File: config.mk
export PLATFORM = sky130hd
export DESIGN_NAME = nodf_module_intf
export DESIGN_NICKNAME = d
export VERILOG_FILES = /design/src/rtl/nodf_module_pkg.sv /design/src/rtl/nodf_module_intf_sat_counter.sv /design/src/rtl/nodf_module_intf.sv
export SDC_FILE = /design/constraint.sdc
export NUM_CORES = 1
export LEC_CHECK = 0
export CAP_MARGIN = 40
export CORE_ASPECT_RATIO = 1.4
export CORE_UTILIZATION = 45
export DETAILED_ROUTE_END_ITERATION = 6
export PLACE_DENSITY = 0.69
export SLEW_MARGIN = 5
export SYNTH_ARGS = -nofsm -noshare
export SYNTH_HDL_FRONTEND = slang
export SYNTH_SLANG_ARGS = --single-unit
File: constraint.sdc
create_clock -name clock -period 4.5 [get_ports clock]
set_clock_uncertainty 0.1 [all_clocks]
set_input_delay 1.35 -clock clock [delete_from_list [all_inputs] [get_ports clock]]
set_output_delay 1.35 -clock clock [all_outputs]
set_load 0.05 [all_outputs]
File: src/rtl/nodf_module_pkg.sv
// Shared types and defaults for the nodf_module_intf transaction monitor.
// Optional stall counting is enabled with NODF_MODULE_INTF_STALL_EN.
package nodf_module_pkg;

  typedef enum logic [1:0] {
    IDLE     = 2'd0,
    ACTIVE   = 2'd1,
    FINISHED = 2'd2
  } mon_state_t;

  localparam int CNT_W_DEF   = 32;
  localparam int MAX_OUT_DEF = 15;

endpackage

File: src/rtl/nodf_module_intf_sat_counter.sv
// nodf_sat_counter: saturating incrementer with clear and load.
// hit flags an increment that reaches or sits at all-ones.
module nodf_sat_counter
  import nodf_module_pkg::*;
#(
  parameter int W = CNT_W_DEF
) (
  input  logic         clock,
  input  logic         reset,
  input  logic         clr,
  input  logic         ld,
  input  logic [W-1:0] ld_val,
  input  logic         inc,
  output logic [W-1:0] q,
  output logic         hit
);

  localparam logic [W-1:0] MAXV = '1;

  logic bump;

  assign bump = inc & ~clr & ~ld;
  assign hit  = bump & (q >= MAXV - W'(1));

  always_ff @(posedge clock or negedge reset) begin
    if (!reset) begin
      q <= '0;
    end else if (clr) begin
      q <= '0;
    end else if (ld) begin
      q <= ld_val;
    end else if (bump && q != MAXV) begin
      q <= q + W'(1);
    end
  end

endmodule

File: src/rtl/nodf_module_intf.sv
// nodf_module_intf: ap_* handshake monitor with counts and latency stats.
// Define NODF_MODULE_INTF_STALL_EN to add stall_cnt / stalled.
module nodf_module_intf
  import nodf_module_pkg::*;
#(
  parameter int  CNT_W   = CNT_W_DEF,
  parameter int  MAX_OUT = MAX_OUT_DEF,
  localparam int OUT_W   = $clog2(MAX_OUT + 1)
) (
  input  logic             clock,
  input  logic             reset,
  input  logic             ap_start,
  input  logic             ap_ready,
  input  logic             ap_done,
  input  logic             ap_continue,
  input  logic             finish,
  output logic [1:0]       state,
  output logic [CNT_W-1:0] start_cnt,
  output logic [CNT_W-1:0] done_cnt,
  output logic [OUT_W-1:0] outstanding,
  output logic [CNT_W-1:0] last_lat,
  output logic [CNT_W-1:0] min_lat,
  output logic [CNT_W-1:0] max_lat,
  output logic             sat,
  output logic             proto_err
`ifdef NODF_MODULE_INTF_STALL_EN
  ,
  output logic [CNT_W-1:0] stall_cnt,
  output logic             stalled
`endif
);

  localparam logic [CNT_W-1:0] ONES = '1;
  localparam logic [OUT_W-1:0] OUT_MAX = OUT_W'(MAX_OUT);

  mon_state_t       st_q;
  mon_state_t       st_d;
  logic [OUT_W-1:0] out_q;
  logic [OUT_W-1:0] out_d;
  logic [CNT_W-1:0] cur_lat;
  logic [CNT_W-1:0] new_lat;
  logic             live;
  logic             start_ev;
  logic             done_ev;
  logic             done_ok;
  logic             out_zero;
  logic             out_full;
  logic             lat_clr;
  logic             lat_ld;
  logic             lat_inc;
  logic             hit_s;
  logic             hit_d;
  logic             hit_l;
  logic             hit_x;

  // finish wins over any event in the same cycle
  assign live     = (st_q != FINISHED) & ~finish;
  assign start_ev = live & ap_start & ap_ready;
  assign done_ev  = live & ap_done & ap_continue;
  assign out_zero = (out_q == '0);
  assign out_full = (out_q == OUT_MAX);
  assign done_ok  = done_ev & ~out_zero;

  always_comb begin
    out_d = out_q;
    unique case (1'b1)
      start_ev & ~done_ok & ~out_full:
        out_d = out_q + OUT_W'(1);
      done_ok & ~start_ev:
        out_d = out_q - OUT_W'(1);
      default: ;
    endcase
  end

  // cur_lat counts the start cycle itself, hence the load of 1
  assign lat_clr = done_ok & (out_d != '0);
  assign lat_ld  = start_ev & out_zero;
  assign lat_inc = live & ~out_zero & ~done_ok;

  assign new_lat = (cur_lat == ONES) ? ONES
                 : cur_lat + CNT_W'(1);

  nodf_sat_counter #(.W(CNT_W)) u_start (
    .clock  (clock),
    .reset  (reset),
    .clr    (1'b0),
    .ld     (1'b0),
    .ld_val ({CNT_W{1'b0}}),
    .inc    (start_ev),
    .q      (start_cnt),
    .hit    (hit_s)
  );

  nodf_sat_counter #(.W(CNT_W)) u_done (
    .clock  (clock),
    .reset  (reset),
    .clr    (1'b0),
    .ld     (1'b0),
    .ld_val ({CNT_W{1'b0}}),
    .inc    (done_ok),
    .q      (done_cnt),
    .hit    (hit_d)
  );

  nodf_sat_counter #(.W(CNT_W)) u_lat (
    .clock  (clock),
    .reset  (reset),
    .clr    (lat_clr),
    .ld     (lat_ld),
    .ld_val (CNT_W'(1)),
    .inc    (lat_inc),
    .q      (cur_lat),
    .hit    (hit_l)
  );

`ifdef NODF_MODULE_INTF_STALL_EN
  assign stalled = ap_done & ~ap_continue;

  nodf_sat_counter #(.W(CNT_W)) u_stall (
    .clock  (clock),
    .reset  (reset),
    .clr    (1'b0),
    .ld     (1'b0),
    .ld_val ({CNT_W{1'b0}}),
    .inc    (live & stalled),
    .q      (stall_cnt),
    .hit    (hit_x)
  );
`else
  assign hit_x = 1'b0;
`endif

  always_comb begin
    st_d = st_q;
    unique case (st_q)
      IDLE:     if (start_ev) st_d = ACTIVE;
      ACTIVE:   if (out_d == '0) st_d = IDLE;
      FINISHED: st_d = FINISHED;
      default:  st_d = IDLE;
    endcase
    if (finish) st_d = FINISHED;
  end

  always_ff @(posedge clock or negedge reset) begin
    if (!reset) begin
      st_q      <= IDLE;
      out_q     <= '0;
      last_lat  <= '0;
      min_lat   <= ONES;
      max_lat   <= '0;
      sat       <= 1'b0;
      proto_err <= 1'b0;
    end else begin
      st_q  <= st_d;
      out_q <= out_d;
      if (done_ok) begin
        last_lat <= new_lat;
        if (new_lat < min_lat) min_lat <= new_lat;
        if (new_lat > max_lat) max_lat <= new_lat;
      end
      if (hit_s | hit_d | hit_l | hit_x) sat <= 1'b1;
      if ((done_ev & out_zero) | (start_ev & out_full))
        proto_err <= 1'b1;
    end
  end

  assign state       = st_q;
  assign outstanding = out_q;

endmodule

---- Yosys cells after proc, flatten, opt, wreduce, memory -nomap -nowiden ----
Cells that the tools add are included.
operators by class
  add/sub/neg operators ................... 5
  magnitude comparators ................... 5
  eq/ne operators ......................... 10
  multiplexer cells ....................... 9
  bitwise gates (word level) .............. 30
  reduce and logical (&&, ||, !) cells .... 11
operators by type and width
  kind                   number
  $mux 32                4
  $add 32x1->32 const B  3
  $ge 32x32->1 const B   3
  $ne 32x32->1 const B   3
  $eq 32x32->1 const B   1
  $gt 32x32->1           1
  $lt 32x32->1           1
  $and 1x1->1            20
  $logic_not 4->1        2
  $pmux 4 s2             1
  $not 1->1              7
  $mux 2                 3
  $ne 3x3->1 const B     2
  $pmux 2 s3             1
  $reduce_and 2->1       3
  $add 4x1->4 const B    1
  $eq 4x4->1 const B     1
  $reduce_bool 4->1      1
  $sub 4x1->4 const B    1
  $logic_and 1x1->1      3
  $or 1x1->1             3
  $reduce_bool 3->1      1
  $eq 2x1->1 const B     1
  $eq 2x2->1 const B     1
  2 further kinds        2
word-level totals
  bits in registers ....................... 200
  input port bits ......................... 7
  output and inout port bits .............. 168
  word-level logic and storage cells ...... 80

---- Longest topological paths before layout ----
  depth after elaboration ................. 18
  depth in mapped cells ................... 16
  gate-level depth less buffers ........... 12

---- Cells and area by module ----
From an unflattened synthesis, not the netlist that was laid out.
unflattened totals
  cell total of the unflattened synthesis .. 1514
  area total of the unflattened synthesis .. 13595.5 µm²
modules (own cells, without submodules)
  module            instances  cells each  area an instance (µm²)  sequential area each (µm²)
  nodf_sat_counter  3          290         2337.2                  800.8
  nodf_module_intf  1          644         6583.8                  2642.5

---- Worst setup path before layout ----
OpenSTA, ideal clock, no wires.
  kind .................................... input to register
  from .................................... in ap_continue
  to ...................................... reg u_lat.q[11]
  library setup time ...................... 0.082 ns
  arrival time ............................ 4.103 ns
  required time ........................... 4.318 ns
  slack ................................... 0.215 ns
  cell stages on the path ................. 14
  path buffers ............................ 3
  path through ............................ nand2_1 nor4_1 buf_2 buf_1 nand2_1 xnor2_1 ha_1 a211oi_1 nand2_1 a21oi_1 mux2i_2 o31a_1 buf_6 nor3_2
on the way
  cells in the longest elaborated chain, start to end .. 13
  elaborated cells between the ends (all ways) .. 16
  classes of those cells .................. mux (2); bitwise (11); reduce/logical (3)
ends and longest elaborated chain
  element                      line                                RTL
  start, declared              nodf_module_intf.sv:15              input logic ap_continue,
  $and 1x1->1 (*)              nodf_module_intf.sv:59              assign done_ev = live & ap_done & ap_continue;
  $and 1x1->1 (*)              nodf_module_intf.sv:62              assign done_ok = done_ev & ~out_zero;
  $not 1->1                    nodf_module_intf.sv:67              start_ev & ~done_ok & ~out_full:
  $and 1x1->1 (2 in series)    nodf_module_intf.sv:67
  $pmux 4 s2 (*)               nodf_module_intf.sv:66              unique case (1'b1)
  net out_d[2]                 nodf_module_intf.sv:39              logic [OUT_W-1:0] out_d;
  $reduce_bool 4->1 (*)        nodf_module_intf.sv:76              assign lat_clr = done_ok & (out_d != '0);
  $and 1x1->1 (*)              nodf_module_intf.sv:76
  $not 1->1                    nodf_module_intf_sat_counter.sv:22  assign bump = inc & ~clr & ~ld;
  $and 1x1->1 (2 in series)    nodf_module_intf_sat_counter.sv:22
  $logic_and 1x1->1            nodf_module_intf_sat_counter.sv:32  end else if (bump && q != MAXV) begin
  $reduce_bool 3->1 (no line)  -
  end signal, assigned         nodf_module_intf_sat_counter.sv:31  q <= ld_val;
  end signal, assigned         nodf_module_intf_sat_counter.sv:33  q <= q + W'(1);
  end, declared                nodf_module_intf_sat_counter.sv:14  output logic [W-1:0] q,
The timed path passes the listed nets; every way through them passes the cells marked *.
A chain may end at the register's enable or synchronous reset.

---- Final worst setup path ----
  from .................................... reg u_lat.q[2]
  to ...................................... reg max_lat[12]
on the way
  cells in the longest elaborated chain, start to end .. 4
  elaborated cells between the ends (all ways) .. 5
  classes of those cells .................. add/sub (1); order compare (1); eq/ne (1); mux (1); reduce/logical (1)
ends and longest elaborated chain
  element                                               line                                            RTL
  $add 32x1->32 / $eq 32x32->1 (equally long branches)  nodf_module_intf.sv:81, nodf_module_intf.sv:80
  $mux 32 (*)                                           nodf_module_intf.sv:80                          assign new_lat = (cur_lat == ONES) ? ONES
  net new_lat[15]                                       nodf_module_intf.sv:41                          logic [CNT_W-1:0] new_lat;
  $gt 32x32->1 (*)                                      nodf_module_intf.sv:159                         if (new_lat > max_lat) max_lat <= new_lat;
  $reduce_and 2->1 (no line) (*)                        -
  end signal, assigned                                  nodf_module_intf.sv:159
  end, declared                                         nodf_module_intf.sv:23                          output logic [CNT_W-1:0] max_lat,
Marked as above.

==> flow_summary.ini <==
[setup_path]
worstSetupStartpointType = register
worstPathMaxFanout = 14
crit_type = reg2reg
required_ns = 4.72
r2r_start = u_lat.q[2]$_DFFE_PN0P_
arrival_ns = 4.40
cp-end-kind = register
reg2reg_slack_ns = 0.32
ff2ff_path_depth = 13
r2r_end = max_lat[12]$_DFFE_PN0P_

[timing]
post-route-worst-setup-slack_ns = 0.3229
worst-slew-pin-transition_ns = 0.7605
setup_viol = 0
relSlewSlack_pct = 49.30
final_max_slew_viol_count = 0
tns_ns = 0
rsz0062_at_grt = no
hold_violations = 0
timing.fmax_ghz = 0.2394
fin_crit_sh_pct = 92.83
finalCriticalPeriod_ns = 4.177

[clocking]
cts-root-buf = clkbuf_16
cts_tree = built
clk_pin_slew_ns = 0.08
clk_path_buf_depth = 2
ctsHoldBuffers = 0
clk_latency_ns = 0.44
cts.htree.levels = 4
postCtsSetupBuffers = 0
cts_buffers = 17
clock-sinks = 200
cts_resized = 0

[detailed_routing]
dr_total_vias = 8679
routed_wl_um = 27550
via_per_inst = 5.479
drt_iter0_markers = 423
wl_per_cell_um = 17.40
drt-pass1-iter-count = 5
drc = 0
antenna_left = 0

[layout]
nFillCells = 2132
fin_area_sq_um = 13950
final-seq-area_sq_um = 5045
antennaDiodeCount = 0
fin_nets = 1338
layout-drive-gt1-share_pct = 14.76
multi_input_area_sq_um = 5708
syn_to_final_growth_pct = 24.73

[yosys]
synth_top_area_share_pct = 37.58
yosys_warnings = 0
yosysTopAreaCell = dfrtp_1
synth_edf_count = 0
avgSynthCellArea_sq_um = 10.33
synth_cells = 1083
yosysSeqAreaShare_pct = 45.10
yosysMostFrequentCell = dfrtp_1
synth_area_sq_um = 11190
synth_async_sr_flop_share_pct = 100.0
yosys-top-cells-count = dfrtp_1, nand2_1, nor2_1, inv_1, ha_1
synth_fp_nets = 1160
ys_seq_elements = 200
yosys-top-cells-area = dfrtp_1, ha_1, dfstp_2
ys.flop_type = dfrtp_1
synth.distinct_cells = 67

[job]
maxCapViolations = 0

[die]
start_util_pct = 46.34
core_area_sq_um = 24140
io_pins = 175
die_area_sq_um = 25500
die_w_um = 135.3
dieHeight_um = 188.6
fp-row-count = 67

[grt]
grt_pass1_vias = 8518
overflow = 0
grt_max_degree = 93
antenna_found_initial = 0
grt_pass1_wl_um = 44590
gr-usage-all-layers_pct = 22.29

[min_path]
hold_path.startpoint = proto_err$_DFFE_PN0P_
holdCritPathClass = reg2reg
worstHoldEndpoint = proto_err$_DFFE_PN0P_
hold_depth = 1

[place]
placed_area_sq_um = 13390
portBuffers = 174
gp_congestion = 0.9196
dp_hpwl_um = 20440
pre_cts_ws_ns = 0.1942

[pwr]
finalPower_mw = 3.774
cellLeakagePower_nw = 6.060
vdd_ir_drop_max_mv = 0.2813
power_density_nw_per_um2 = 270.4

[outcome]
status = finished, final reports clean
-- report_power, final --
part	total, mW	switching [mW]	internal (mW)
clock	1.47	0.742	0.732
sequential	1.88	0.0434	1.83
combinational	0.424	0.270	0.154
total	3.77	1.06	2.72
-- sequential cells by signal, summed over array words and instances (netlist names), 2 cells and up --
name / flops
last_lat: 32
u_start.q: 32
outstanding: 4
u_lat.q: 32
u_done.q: 32
state: 2
max_lat: 32
min_lat: 32
-- per-layer routing --
metal  up-vias  track usage (%)  part of all wire, %
met5         -                0                    0
met2       178            39.17                   53
met3        35            3.121                  3.2
li1       4192                -                    -
met4         0            7.519                  2.1
met1      4274            27.73                   42
-- stage by stage --
| step | hold slack, ns | std cells | utilization (%) |
|---|---|---|---|
| final | 0.3563 | 1584 | 57.79 |
| after global routing | 0.3925 | 1584 | 57.79 |
| after CTS | 0.3602 | 1584 | 57.79 |
| after detailed placement | 0.3434 | 1552 | 55.48 |
| after global placement | 0.3460 | 1551 | 55.46 |
| after floorplan | 0.4679 | 1083 | - |
-- critical path, cell delays in order, from the launching register on --
cell	delay, ns
dfrtp_1	0.47
and3_1	0.27
nand3_1	0.22
or3_1	0.42
xor2_1	0.23
nand2_1	0.17
ha_1	0.36
and4_1	0.25
nand3_1	0.12
a311oi_1	0.38
o31ai_1	0.20
a31oi_4	0.24
buf_4	0.27
mux2_2	0.36
-- worst max-delay path by stage --
stage	to	startpoint
finish	max_lat[12]$_DFFE_PN0P_	u_lat.q[2]$_DFFE_PN0P_
global route	max_lat[26]$_DFFE_PN0P_	u_lat.q[8]$_DFFE_PN0P_
CTS	max_lat[26]$_DFFE_PN0P_	u_lat.q[2]$_DFFE_PN0P_
detailed placement	u_lat.q[31]$_DFFE_PN0P_	finish
global placement	u_lat.q[31]$_DFFE_PN0P_	finish
floorplan	u_lat.q[11]$_DFFE_PN0P_	ap_continue
-- cells by family (layout without fill, tap and decap cells) --
logic type	Yosys count	in the layout	share of synthesized area, %
and+or+nand+nor	390	390	19.13
DFF	200	200	45.10
AOI/OAI and AO/OA	114	114	6.599
xor gates and xnor gates	114	114	8.925
buffers and inverters	114	305	4.261
muxes	81	81	8.165
adders and majority gates	70	70	7.829
-- cells in the final DEF, fill, tap and decap left out, types with 48 or more instances in the layout --
| cell | instances |
|---|---|
| mux2_2 | 50 |
| nor2_1 | 76 |
| xor2_1 | 48 |
| dfrtp_1 | 168 |
| inv_1 | 72 |
| xnor2_1 | 66 |
| nand2_1 | 81 |
| clkdlybuf4s50_1 | 173 |
| nand3_1 | 55 |
| ha_1 | 70 |
-- final cells by class --
cell class                      count  area share [%]
Multi-Input combinational cell    769           40.91
Tap cell                          310           2.780
Inverter                           72           1.937
Clock buffer                       17           3.049
Sequential cell                   200           36.15
Clock inverter                     15          0.9595
Timing Repair Buffer              201           14.21
(Power assumes the default switching activity.)
==> variant (same settings) <==
Register the output `done_cnt`, without a reset; this adds one clock of latency there. The other outputs are not delayed to match.
--- a/src/rtl/nodf_module_intf.sv
+++ b/src/rtl/nodf_module_intf.sv
@@ -34,2 +34,4 @@
   localparam logic [OUT_W-1:0] OUT_MAX = OUT_W'(MAX_OUT);
+
+  logic [CNT_W-1:0] done_cnt_d;
 
@@ -100,3 +102,3 @@
     .inc    (done_ok),
-    .q      (done_cnt),
+    .q      (done_cnt_d),
     .hit    (hit_d)
@@ -169,2 +171,6 @@
 
+  always_ff @(posedge clock) begin
+    done_cnt <= done_cnt_d;
+  end
+
 endmodule
Behaviour: not the same (Yosys sat finds a counterexample within 4 cycles, from zero or initial values and one cycle with reset low).
==> variant against the unedited design <==
- the run now ends with design-rule violations left
- sequential cell count up 32
- synthesized area increased by 5.5%
- synthesized cell count is 2.9% higher
- routed wire length grew 1.9%
- worst setup slack lost 0.059 ns
- die area grew 5.4%
- critical path depth is 1 higher
- combinational power is 17% higher
- total power increased by 24%
- cell area increased by 6.8%
==> variant: results (changes against the unedited design) <==
Status: complete, but fails checks
Violated checks: design-rule violations
Sequential share of the synthesized area: 0.482 (+0.0307)
Pre-antenna DRT Iters: 7 (+2)
Signal buffers: 202 (+0.50%)
R2R Setup Slk: 0.26 ns (-0.06 ns)
Largest net degree at the start of global routing: 90 (-3.2%)
Worst hold slack: 0.317 ns (-0.0394 ns)
Comb pwr share: 0.106 (-0.006)
Switch share: 0.254 (-0.0254)
Vias: 8,845 (+1.9%)
Sequential power: 0.00218 W (+16%)
Total track usage: 0.209 (-0.0141)
Clock-cell share: 0.0540 (+0.0139)
Met3 usage: 0.0222 (-0.00898)
Area share of the largest cell type after synthesis: 0.356 (-0.0196)
Num CTS Buffers: 24 (+7)
Synth area leaders: dfrtp_1, ha_1, dfstp_2, dfxtp_1, xnor2_1
Starting DRT DRC Count: 488 (+15%)
Crit path to: max_lat[0]$_DFFE_PN0P_
Fraction of area in registers: 0.382 (+0.0200)
Fraction of the mapped netlist area in compound gates: 0.0766 (+0.0106)
CP max FO: 18 (+4)
R2R cell count: 14 (+1)
Wl on met1: 11.8 mm (+2.7%)
Multi-Input Combinational: 763 (-0.78%)
Vias in the first global route: 8,735 (+2.5%)
Syn nets: 1,191 (+2.7%)
Max_slew headroom: 0.366 (-0.127)
# DRC: 8 (+8)
Routed Wire Length: 28.1 mm (+1.9%)
CTS H-tree lvls: 1 (-3)
Grt met1 use: 0.259 (-0.0184)
Asr flop ratio synth: 0.862 (-0.138)
Inverter count: 75 (+4.2%)
Routability cong.: 0.854 (-7.1%)
Post-synth top cells: dfrtp_1, nand2_1, inv_1, ha_1, nor2_1
Peak supply drop: 0.223 mV (-21%)
Final sequential cell count: 232 (+16%)
M2 GR Usage: 0.379 (-0.0127)
P per Cell Area: 315 mW/mm^2 (+16%)
HP Start: u_done.q[23]$_DFFE_PN0P_
Fraction of layout cells with a size suffix above 1: 0.153 (+0.00517)
Min-Delay Endpoint: done_cnt[23]$_DFF_P_
Synth Area in Adders: 0.0742 (-0.00409)
Met2 wire length: 14.6 mm (-0.39%)
Max clock buf depth: 3 (+1)
Signal buf overhead: 0.135 (-0.00679)
Clock Latency Late Sink: 0.52 ns (+0.08 ns)
Detailed Place HPWL: 20.5 mm (+0.37%)
Post-synthesis mux area share: 0.0791 (-0.00257)
Fillers: 2,145 (+0.61%)
Met3 wire length: 956 um (+9.6%)
[variant: cells by family after synthesis]
family                     after synthesis
and+or+nand+nor                        360
DFF                                    232
AOI/OAI and AO/OA                      141
xor gates and xnor gates               119
buffers and inverters                  119
muxes                                   73
adders and majority gates               70
[variant: timing repair]
action	CTS	global route
endpoints found under the hold margin	0	0
buffers inserted	0	0
gates cloned	0	0
pin swaps	0	1
setup endpoints to repair	32	64
resized for setup	2	10
[variant: metrics by stage]
| stage | area [um^2] | setup WS [ns] | setup TNS, ns | util | cells |
|---|---|---|---|---|---|
| 4_1_cts | 14900 | 0.0485 | 0 | 0.581 | 1635 |
| 5_1_grt | 14900 | -0.0744 | -2.07 | 0.583 | 1635 |
| 3_3_place_gp | 14000 | 0.0716 | 0 | 0.549 | 1591 |
| 2_1_floorplan | 11800 | 0.337 | 0 | - | 1114 |
| 3_5_place_dp | 14000 | -0.000993 | -0.000993 | 0.549 | 1591 |
| 6_report | 14900 | 0.264 | 0 | 0.583 | 1635 |
